===== src/rtl/isq_issue_pipe.sv =====
// isq_issue_pipe
// Issue-to-execute buffer stage sitting directly behind the issue queue's
// dequeue port. Holds up to DEPTH micro-ops in arrival order, presents the
// oldest to execute with a valid/ready handshake, and drops any entry
// (including the one arriving this cycle) that is younger than a flushing
// ROB id.
//
// Ports:
//   clock          system clock
//   reset_n        asynchronous active-low reset
//   in_valid       issue queue presents a micro-op
//   in_ready       stage can accept (depends on registered state only)
//   in_data        micro-op payload; robid lives in the top ROB_SIZE_LOG+1 bits
//   out_valid      head micro-op available to execute
//   out_ready      execute unit accepts the head
//   out_data       head payload (0 when the head slot is empty)
//   flush_valid    rollback in progress this cycle
//   flush_robid    robid of the flushing instruction
//   occupancy      number of valid slots
//   flush_kill_cnt saturating count of entries killed by flush
module isq_issue_pipe #(
    parameter int DATA_WIDTH   = 248,
    parameter int ROB_SIZE_LOG = 6,
    parameter int DEPTH        = 2
) (
    input  logic                         clock,
    input  logic                         reset_n,
    input  logic                         in_valid,
    output logic                         in_ready,
    input  logic [DATA_WIDTH-1:0]        in_data,
    output logic                         out_valid,
    input  logic                         out_ready,
    output logic [DATA_WIDTH-1:0]        out_data,
    input  logic                         flush_valid,
    input  logic [ROB_SIZE_LOG:0]        flush_robid,
    output logic [$clog2(DEPTH+1)-1:0]   occupancy,
    output logic [7:0]                   flush_kill_cnt
);

    localparam int RW = ROB_SIZE_LOG + 1;
    localparam int CW = $clog2(DEPTH + 1);
    localparam int KW = CW + 1;

    logic [DEPTH-1:0]      slot_valid;
    logic [DATA_WIDTH-1:0] slot_data [DEPTH];
    logic [7:0]            kill_cnt;

    logic [DEPTH-1:0]      slot_kill;
    logic [DEPTH-1:0]      keep;
    logic [CW-1:0]         pos [DEPTH];
    logic [CW-1:0]         occ;
    logic [CW-1:0]         surv_cnt;
    logic [KW-1:0]         kill_sum;
    logic                  in_kill;
    logic                  pop;
    logic                  push;
    logic [DEPTH-1:0]      next_valid;
    logic [DATA_WIDTH-1:0] next_data [DEPTH];
    logic [8:0]            kill_cnt_sum;

    // Age compare across the ROB wrap bit: when the wrap bits differ the
    // index comparison is inverted. Equal robids are not younger.
    function automatic logic younger(input logic [RW-1:0] r, input logic [RW-1:0] f);
        return (r[RW-1] ^ f[RW-1]) ^ (f[RW-2:0] < r[RW-2:0]);
    endfunction

    always_comb begin
        occ = '0;
        for (int i = 0; i < DEPTH; i++) begin
            slot_kill[i] = flush_valid & slot_valid[i]
                         & younger(slot_data[i][DATA_WIDTH-1 -: RW], flush_robid);
            occ = occ + CW'(slot_valid[i]);
        end
    end

    assign in_ready  = (occ < CW'(DEPTH));
    assign occupancy = occ;
    assign out_valid = slot_valid[0] & ~slot_kill[0];
    assign out_data  = slot_valid[0] ? slot_data[0] : '0;
    assign pop       = out_valid & out_ready;
    assign in_kill   = in_valid & in_ready & flush_valid
                     & younger(in_data[DATA_WIDTH-1 -: RW], flush_robid);
    assign push      = in_valid & in_ready & ~in_kill;

    // Survivors keep their relative order; pos[i] is the slot a surviving
    // entry i lands in after the killed/popped ones are squeezed out.
    always_comb begin
        surv_cnt = '0;
        kill_sum = KW'(in_kill);
        for (int i = 0; i < DEPTH; i++) begin
            keep[i]  = slot_valid[i] & ~slot_kill[i] & ~((i == 0) ? pop : 1'b0);
            pos[i]   = surv_cnt;
            surv_cnt = surv_cnt + CW'(keep[i]);
            kill_sum = kill_sum + KW'(slot_kill[i]);
        end
    end

    // Each destination slot picks the survivor compacted into it, or the
    // incoming op when it sits right after the last survivor. Payloads of
    // slots left empty simply hold their old contents.
    always_comb begin
        for (int j = 0; j < DEPTH; j++) begin
            next_valid[j] = 1'b0;
            next_data[j]  = slot_data[j];
            for (int i = 0; i < DEPTH; i++) begin
                if (keep[i] && (pos[i] == CW'(j))) begin
                    next_valid[j] = 1'b1;
                    next_data[j]  = slot_data[i];
                end
            end
            if (push && (surv_cnt == CW'(j))) begin
                next_valid[j] = 1'b1;
                next_data[j]  = in_data;
            end
        end
    end

    assign kill_cnt_sum   = {1'b0, kill_cnt} + 9'(kill_sum);
    assign flush_kill_cnt = kill_cnt;

    always_ff @(posedge clock or negedge reset_n) begin
        if (!reset_n) begin
            slot_valid <= '0;
            kill_cnt   <= '0;
        end else begin
            slot_valid <= next_valid;
            kill_cnt   <= kill_cnt_sum[8] ? 8'hFF : kill_cnt_sum[7:0];
        end
    end

    // Payload storage is deliberately not reset; validity alone qualifies it.
    always_ff @(posedge clock) begin
        for (int j = 0; j < DEPTH; j++) begin
            slot_data[j] <= next_data[j];
        end
    end

endmodule

===== config.mk =====
export PLATFORM = sky130hd
export DESIGN_NAME = isq_issue_pipe
export DESIGN_NICKNAME = d
export VERILOG_FILES = /design/src/rtl/isq_issue_pipe.sv
export SDC_FILE = /design/constraint.sdc
export NUM_CORES = 1
export LEC_CHECK = 0
export BUFFER_PORTS_ARGS = -buffer_cell sky130_fd_sc_hd__buf_2
export CORE_UTILIZATION = 45
export DETAILED_ROUTE_END_ITERATION = 10
export PLACE_DENSITY = 0.78
export SYNTH_ARGS = -nofsm -noshare
export SYNTH_HDL_FRONTEND = slang
export SYNTH_SLANG_ARGS = --single-unit

===== constraint.sdc =====
create_clock -name clock -period 50.3 [get_ports clock]
set_clock_uncertainty 0.05 [all_clocks]
set_input_delay 5.03 -clock clock [delete_from_list [all_inputs] [get_ports clock]]
set_output_delay 5.03 -clock clock [all_outputs]
set_load 0.01 [all_outputs]

==> results of run 1 <==
layout make-up:
cell class | count | area [um^2]
Multi-Input combinational cell | 599 | 5960
Clock inverter | 26 | 201
Clock buffer | 64 | 1390
Antenna cell | 7 | 17.5
Sequential cell | 506 | 15100
Tap cell | 607 | 759
Fill cell | 3622 | 20700
Inverter | 25 | 93.8
Timing Repair Buffer | 532 | 2700
state kept, by name, summed over array words and instances (netlist names):
| name | cells |
|---|---|
| slot_valid | 2 |
| flush_kill_cnt | 8 |
| slot_data | 496 |
where the power goes:
group	switching [mW]	internal (mW)
Sequential	0.0371	0.660
Combinational	0.320	0.255
Clock	0.156	0.206
Total	0.513	1.12
cells in the final DEF (no fill, tap or decap), types with 3 or more instances in the layout:
| cell type | count |
|---|---|
| nand2b_1 | 5 |
| buf_4 | 13 |
| nor2b_1 | 4 |
| nand2_1 | 5 |
| ha_1 | 21 |
| a21oi_1 | 9 |
| mux2_2 | 39 |
| xnor2_1 | 4 |
| nor2_1 | 3 |
| and2_1 | 249 |
| clkbuf_16 | 54 |
| diode_2 | 7 |
| clkbuf_1 | 10 |
| mux2_4 | 204 |
| clkinv_1 | 14 |
| and3_1 | 5 |
| nand3b_1 | 3 |
| nand3_1 | 8 |
| inv_1 | 25 |
| buf_2 | 519 |
| dfrtp_1 | 9 |
| edfxtp_1 | 496 |
| mux2i_1 | 8 |
| a31oi_1 | 3 |
| o21ai_0 | 3 |
| clkinv_2 | 4 |
logic make-up after synthesis:
group	share of synthesized area (%)
compound gates	0.873
simple gates	8.28
mux	16.6
flops	70.0
buf+inv	2.58
xor+xnor	0.318
fa+ha+maj	1.40
worst min path at each step:
stage / end / cells past startpoint / from / slack [ps]
detailed placement: slot_data[0][132] / 1 / slot_data[0][380] / 480
finish: slot_data[0][8] / 1 / slot_data[0][256] / 490
floorplan: slot_data[0][0] / 1 / slot_data[0][248] / 470
CTS: slot_data[0][18] / 1 / slot_data[0][266] / 500
global route: slot_data[0][18] / 1 / slot_data[0][266] / 500
global placement: slot_data[0][190] / 1 / slot_data[0][438] / 480
metal layers:
layer  share of wire, %  GRT usage [%]  vias to the layer above
li1                   -              -                     5464
met1                 39           21.7                     5858
met2                 50           32.0                      388
met3                6.3           4.78                      117
met4                3.9           8.80                        8
met5               0.12              0                        -
stage by stage:
stage,setup slack (ps),cell area [um^2],utilization (%)
6_report,38530,26300,55.9
5_1_grt,38530,26300,55.9
4_1_cts,38590,26200,55.9
3_5_place_dp,38550,24700,52.5
3_3_place_gp,38630,24700,52.5
2_1_floorplan,24580,21600,-
worst reg2reg max path: stages, from the launching register on:
cell and delay [ps]:
edfxtp_1 360, inv_1 110, ha_1 260, a21o_1 170, a21oi_1 120, o21ai_0 180
a2111o_1 480, nand3_1 120, ha_1 240, nand3b_1 100, nor2_1 160, nand3_1 150
nand3_4 700, or2_4 830, buf_4 630, buf_4 940
==> results.yml, run 1 <==
sta:
  rsz0062_at_grt: "false"
  drv_slew: 0
  fmax_ghz: 0.0850
  period_needed_ps: 11770
  setup_viol: 0
  final_hold_viol_count: 0
  slew_headroom_pct: 28.5
  hold_slack_ps: 494
  period_share_pct: 23.4
  setup_tns_ps: 0
  worstMarginPinSlew_ps: 1070
worst_setup_path:
  critPathCaptureType: "output port"
  required_ps: 45220
  crit_path_end: "out_valid"
  crit_chain: "buf_2 -> ha_1 -> nand4_1 -> o21ai_0 -> mux2i_1 -> and2_1 -> buf_2"
  critical-path-slowest-cell: "mux2i_1"
  timing.critical_path.buf_inv: 2
  path_depth: 7
  worst_r2r_endpoint: "slot_data[0][57]"
  cp.arrival_ps: 6690
  critPathMostFrequentCell: "buf_2"
  crit_family: "multiplexers"
  cp_max_fo: 4
  max_stage_delay_ps: 400
  worst-setup-path-type: "primary input to output port"
  reg2reg_from: "slot_data[0][492]"
  critPathLaunch: "flush_robid[5]"
  rrSetupSlack_ps: 44260
  cp-start-kind: "primary input"
  ff2ff_path_depth: 15
cts:
  cts_tree: "done"
  cts_root_buffer: "clkbuf_16"
  ctsResizeCount: 0
  h-tree-depth: 2
  cts_sinks: 506
  hold_buffers: 0
  cts_made_buffers: 53
  path_clk_slew_ps: 60
  insertion_delay_ps: 590
  cts_buffer_depth: 3
  postCtsSetupBuffers: 0
floorplan:
  design.die.area_um2: 49000
  pin_count: 520
  core_um2: 47000
  die_w_um: 221
  initial_utilization_pct: 46.1
  die_h_um: 221
  rows: 79
pwr:
  p_leak_nw: 10.7
  cellPowerDensity_nw_per_um2: 62.2
  power.total_mw: 1.63
  peakVddDrop_mv: 0.0402
run:
  maxCapViolCount: 0
yosys:
  synth.distinct_cells: 43
  yosys_warnings: 0
  seq_area_frac_synth_pct: 70.0
  ys.flop_type: "edfxtp_1"
  postSynth.asyncResetShare_pct: 1.98
  yosysMostFrequentCell: "edfxtp_1"
  synth_top_area_cell: "edfxtp_1"
  synth_seq_cells: 506
  ys_top_cells_by_count: "edfxtp_1 (496), and2_1 (249), mux2_4 (204), mux2_2 (39), clkbuf_1 (29)"
  avgSynthCellArea_um2: 18.2
  syn-num-nets: 1469
  synth-edff-count: 496
  synthCells: 1186
  yosys-top-cells-area: "edfxtp_1 (69%), mux2_4 (14%), and2_1 (7.2%)"
  syn_area_um2: 21600
  synth_top_area_share_pct: 68.8
cells_and_area:
  drive_gt1_share_pct: 48.3
  nNetsFinal: 2000
  area_growth_pct: 21.4
  final-instance-count-excl-fill: 2366
placement:
  dpl.hpwl_um: 32000
  place_congestion: 0.906
  port_buffers: 519
  dpl.cell_count: 2269
route:
  avgViaCountPerCell: 5.00
  routed_wl_um: 46600
  num_vias: 11800
  drt_iter0_drc: 747
  drtPass1Iterations: 4
  ant_nets: 0
  wire_per_inst_um: 19.7
  post-route-drc-count: 0
min_path:
  hold_class: "flop to flop"
grt:
  grt_max_degree: 118
  globalRouteOverflowTotal: 0
  grtUsageTotal_pct: 18.6
  grt_pass1_vias: 12500
  antenna_found_initial: 10
  grt_pass1_wl_um: 70900
run_status:
  status: "finished clean"
Note: power is estimated with default switching activity, not from simulation.
==> inputs of run 2 (changes only) <==
ABC_AREA = 1   (was not set)
PLACE_DENSITY = 0.8   (was 0.78)
clock period = 9.65 ns   (was 50.3 ns; I/O delays follow)
==> run 2 against run 1 <==
Effect of this change:
- global-route usage grew 3.3 points
- combinational power grew to 5.1 times the previous value
- highest routed layer unchanged
- cell area increased by 1.4%
- sequential power grew to 5.3 times the previous value
- critical path depth increased by 1
- via count is 40% higher
- synthesized cell count rose by 71%
- cell count grew 34%
- critical endpoint is now slot_data[0][170]
- clock-buffer cell count down 5
==> results.yml, run 2 <==
worst_setup_path:
  worst_r2r_endpoint: "slot_data[0][170]"
  cp.arrival_ps: 5340
  cp-start-kind: "flop"
  rrSetupSlack_ps: 4460
  reg2reg_from: "slot_valid[0]"
  ff2ff_path_depth: 8
  critPathCaptureType: "flop"
  cp_max_fo: 79
  required_ps: 9800
  worst-setup-path-type: "flop to flop"
cts:
  cts_tree: "done"
  h-tree-depth: 2
  path_clk_slew_ps: 60
  cts_root_buffer: "clkbuf_16"
  cts_buffer_depth: 3
  cts_made_buffers: 53
  hold_buffers: 0
  ctsResizeCount: 0
  postCtsSetupBuffers: 0
  cts_sinks: 506
  insertion_delay_ps: 590
route:
  routed_wl_um: 56300
  ant_nets: 0
  num_vias: 16600
  drt_iter0_drc: 1392
  post-route-drc-count: 0
  avgViaCountPerCell: 5.24
  wire_per_inst_um: 17.8
  drtPass1Iterations: 6
cells_and_area:
  nNetsFinal: 2773
  n_fill_cell: 3957
  drive_gt1_share_pct: 24.8
  layout_common_cells: "nand2_1 (780), buf_2 (519), edfxtp_1 (496)"
  area_growth_pct: 21.8
  final_common_cell: "nand2_1"
  largest_reg_flops: 496
  regMostFlops: "slot_data"
sta:
  worstMarginPinSlew_ps: 1090
  period_needed_ps: 5190
  rsz0062_at_grt: "false"
  slew_headroom_pct: 27.4
  final_hold_viol_count: 0
  hold_slack_ps: 191
  setup_viol: 0
  drv_slew: 0
  setup_tns_ps: 0
  period_share_pct: 53.8
  fmax_ghz: 0.193
placement:
  dpl.hpwl_um: 35200
  place_congestion: 0.914
  port_buffers: 519
yosys:
  synth_top_area_share_pct: 68.1
  syn-num-nets: 2316
  yosysMostFrequentCell: "nand2_1"
  yosys_warnings: 0
  synth_top_area_cell: "edfxtp_1"
  yosys-top-cells-area: "edfxtp_1 (68%), nand2_1 (13%), nand4_1 (7.1%)"
  synth.distinct_cells: 26
  ys.flop_type: "edfxtp_1"
  syn_area_um2: 21900
  seq_area_frac_synth_pct: 69.3
  synth-edff-count: 496
  postSynth.asyncResetShare_pct: 1.98
  avgSynthCellArea_um2: 10.8
  synthCells: 2033
  ys_top_cells_by_count: "nand2_1 (781), edfxtp_1 (496), inv_1 (290), nand4_1 (249), clkbuf_1 (88)"
  synth_seq_cells: 506
floorplan:
  pin_count: 520
  die_w_um: 222
  rows: 80
  initial_utilization_pct: 45.7
  design.die.area_um2: 49500
  core_um2: 47800
  die_h_um: 222
pwr:
  peakVddDrop_mv: 0.196
  power.share.clock_pct: 23.5
  cellPowerDensity_nw_per_um2: 326
  p_leak_nw: 13.1
  seq_power_share_pct: 42.5
  p_switching_mw: 3.19
  internal_power_mw: 5.49
  p_sw_share_pct: 36.8
  comb_power_share_pct: 34.0
grt:
  grt_use_met3_pct: 6.53
  use_met2_pct: 35.2
  antenna_found_initial: 25
  grtUsageTotal_pct: 21.9
  use_met1_pct: 27.7
  grt_pass1_wl_um: 86000
  grt_most_used_layer: "met2"
  grt_pass1_vias: 15900
  globalRouteOverflowTotal: 0
  grt_max_degree: 138
min_path:
  hold_class: "primary input to async pin"
run_status:
  status: "finished clean"
run:
  maxCapViolCount: 0
-- run 2: cell families (layout without fill, tap and decap cells) --
group / count (synthesis) / in the layout / synth area share, %
flip-flops: 506 / 506 / 69.3
AND/OR/NAND/NOR: 1057 / 1057 / 21.2
adder cells (fa/ha/maj): 23 / 23 / 1.38
AO/OA/AOI/OAI: 17 / 17 / 0.458
XOR/XNOR: 3 / 3 / 0.120
buffers and inverters: 427 / 921 / 7.61
other: 0 / 17 / 0
-- run 2: worst max-delay path by stage --
stage,startpoint,endpoint,slack [ps],depth (start not counted)
final,slot_valid[0],slot_data[0][170],4460,8
after global routing,slot_valid[0],slot_data[0][161],4120,8
after CTS,slot_valid[0],slot_data[0][182],4490,8
after detailed placement,in_data[246],slot_data[0][158],4230,12
after global placement,in_data[246],slot_data[0][132],4280,12
after floorplan,flush_robid[5],slot_data[0][248],350,11
-- run 2: final cells by class --
| class | count | area (um^2) | share of cell area (%) |
|---|---|---|---|
| Antenna cell | 17 | 42.5 | 0.160 |
| Clock buffer | 59 | 1390 | 5.22 |
| Clock inverter | 33 | 332 | 1.24 |
| Inverter | 290 | 1090 | 4.09 |
| Multi-Input combinational cell | 1100 | 5100 | 19.2 |
| Sequential cell | 506 | 15100 | 56.9 |
| Tap cell | 615 | 769 | 2.89 |
| Timing Repair Buffer | 539 | 2760 | 10.4 |
-- run 2: critical path, stage by stage, from the launching register on --
cell,delay (ps)
dfrtp_4,1000
ha_1,370
inv_1,80
and3_1,190
nand3_4,90
buf_4,690
nand3_4,670
nand2_4,690
buf_4,820
-- run 2: power by group through the flow --
stage          clock network (mW)  registers, mW  logic [mW]
4_1_cts                      2.07           3.69        2.97
3_3_place_gp                    0           3.69        2.88
6_report                     2.04           3.69        2.95
3_5_place_dp                    0           3.72        2.95
5_1_grt                      2.14           3.75        3.25
2_1_floorplan                   0           3.83        1.84
-- run 2: routing by layer --
metal | vias to the layer above | part of all wire, %
li1 | 7734 | -
met1 | 7836 | 38
met2 | 841 | 49
met3 | 130 | 9.8
met4 | 20 | 3.0
met5 | - | 0.22
-- run 2: metrics by stage --
step	cell area, um^2	power, mW	std cells	setup WS (ps)	utilization [%]
CTS	26600	8.73	3142	4490	55.6
finish	26600	8.68	3159	4460	55.7
floorplan	21900	5.68	2033	355	-
global route	26600	9.14	3154	4120	55.6
global placement	24900	6.58	3050	4280	52.0
detailed placement	24900	6.67	3050	4230	52.0
==> inputs of run 3 (changes only) <==
clock period = 4.7 ns   (was 9.65 ns; I/O delays follow)
==> run 3 against run 2 <==
Effect of this change:
- via count up 8.1%
- critical path depth up 8
- cell count up 6.3%
- cell area up 7.9%
- setup slack worse by 3600 ps
- clock-buffer cell count up 1
- first-iteration DRC count up 24%
- wire length up 10%
- sequential power up 100%
- clock power up 96%
==> results.yml, run 3 (synthesized netlist as in run 2, its figures left out) <==
sta:
  period_share_pct: 82.8
  rsz0062_at_grt: "false"
  final_hold_viol_count: 0
  worstMarginPinSlew_ps: 1120
  period_needed_ps: 3890
  drv_slew: 0
  hold_slack_ps: 37.9
  setup_ws_ps: 807
  setup_viol: 0
  fmax_ghz: 0.257
  slew_headroom_pct: 25.0
pwr:
  cellPowerDensity_nw_per_um2: 633
  peakVddDrop_mv: 0.637
  p_leak_nw: 14.0
  power.total_mw: 18.2
placement:
  dpl.hpwl_um: 35500
  port_buffers: 519
  dpl.cell_count: 3060
  place_congestion: 0.897
  dpl_worst_slack_ps: 980
cts:
  insertion_delay_ps: 600
  h-tree-depth: 2
  cts_root_buffer: "clkbuf_16"
  cts_sinks: 506
  path_clk_slew_ps: 60
  postCtsSetupBuffers: 0
  cts_buffer_depth: 3
  cts_made_buffers: 53
  cts_tree: "done"
route:
  avgViaCountPerCell: 5.33
  drtPass1Iterations: 6
  ant_nets: 0
  drt_iter0_drc: 1728
  routed_wl_um: 62100
  num_vias: 17900
  post-route-drc-count: 0
  wire_per_inst_um: 18.5
cells_and_area:
  final_common_cell: "nand2_1"
  final_util_pct: 60.1
  largest_reg_flops: 496
  seq_area_um2: 15100
  layout_common_cells: "nand2_1 (778), buf_2 (519), edfxtp_1 (496)"
  area_growth_pct: 31.5
  multi_input_area_um2: 5180
  drive_gt1_share_pct: 23.5
  final-instance-count-excl-fill: 3357
  regMostFlops: "slot_data"
  n_fill_cell: 3504
  nNetsFinal: 2976
worst_setup_path:
  worst-setup-path-type: "flop to flop"
  critPathCaptureType: "flop"
  cp-start-kind: "flop"
  cp_max_fo: 95
  ff2ff_path_depth: 16
  cp.arrival_ps: 4300
  required_ps: 5110
floorplan:
  pin_count: 520
  die_h_um: 222
  design.die.area_um2: 49500
  die_w_um: 222
  initial_utilization_pct: 45.7
  rows: 80
  core_um2: 47800
grt:
  antenna_found_initial: 7
  grt_pass1_vias: 17900
  grt_pass1_wl_um: 96600
  grt_max_degree: 151
  globalRouteOverflowTotal: 0
  grtUsageTotal_pct: 24.4
min_path:
  hold_class: "primary input to flop"
  holdPathStages: 1
run_status:
  status: "finished clean"
run:
  maxCapViolCount: 0
[run 3: cell types whose count changed in the layout (fill, tap and decap cells not counted), moves of 4 or more]
cell	change
clkinv_1	+10
diode_2	-12
ha_4	+4
buf_12	+11
dlygate4sd3_1	+193
ha_1	-4
[run 3: path summary, 6_finish.rpt]
kind / from / to / slack (ps)
worst max register to register: slot_data[0][244] / slot_data[0][105] / 810
max in group asynchronous: reset_n / slot_valid[0] / 4150
worst min-delay path: in_data[215] / slot_data[0][463] / 40
worst min register to register: slot_data[0][444] / slot_data[0][196] / 450
min in group asynchronous: reset_n / flush_kill_cnt[6] / 230
worst max-delay path: slot_data[0][244] / slot_data[0][105] / 810
[run 3: per-layer routing]
layer | global-route usage (%) | wire length (um)
met1 | 30.0 | 22800
met2 | 41.6 | 30800
met3 | 5.57 | 6010
met4 | 9.92 | 2570
met5 | 0 | 42
[run 3: what timing repair did]
action                                  CTS  global route
gates resized for setup                   0             0
hold buffers                            193             0
endpoints found under the setup margin    0             0
hold endpoints to repair                202             0
[run 3: report_power, final]
| group | internal, mW | switching (mW) |
|---|---|---|
| logic | 2.04 | 4.59 |
| registers | 7.04 | 0.510 |
| clock network | 2.24 | 1.76 |
[run 3: final cells by class]
class	count	area share (%)
multi-input combinational	1100	18.0
tap	615	2.68
timing repair buffer	742	17.1
sequential	506	52.7
inverter	290	3.80
antenna	5	0.0435
clock inverter	39	1.01
clock buffer	60	4.71
[run 3: worst max-delay path, cell delays in order, from the launching register on]
cell and delay [ps]:
edfxtp_1 420, inv_1 130, ha_4 210, a21oi_2 130, nor2_1 50, nor2_1 140
nand2_1 70, nand2_1 80, nand3_2 110, nand2_2 90, inv_2 50, nand2_2 100
ha_4 170, buf_4 440, buf_4 870, nand4_1 310, nand2_1 170
[run 3: through the flow]
step	TNS (ps)	area, um^2
final	0	28700
after CTS	0	28700
after global routing	0	28700
after floorplan	-266010	22000
after global placement	0	25200
after detailed placement	0	25200
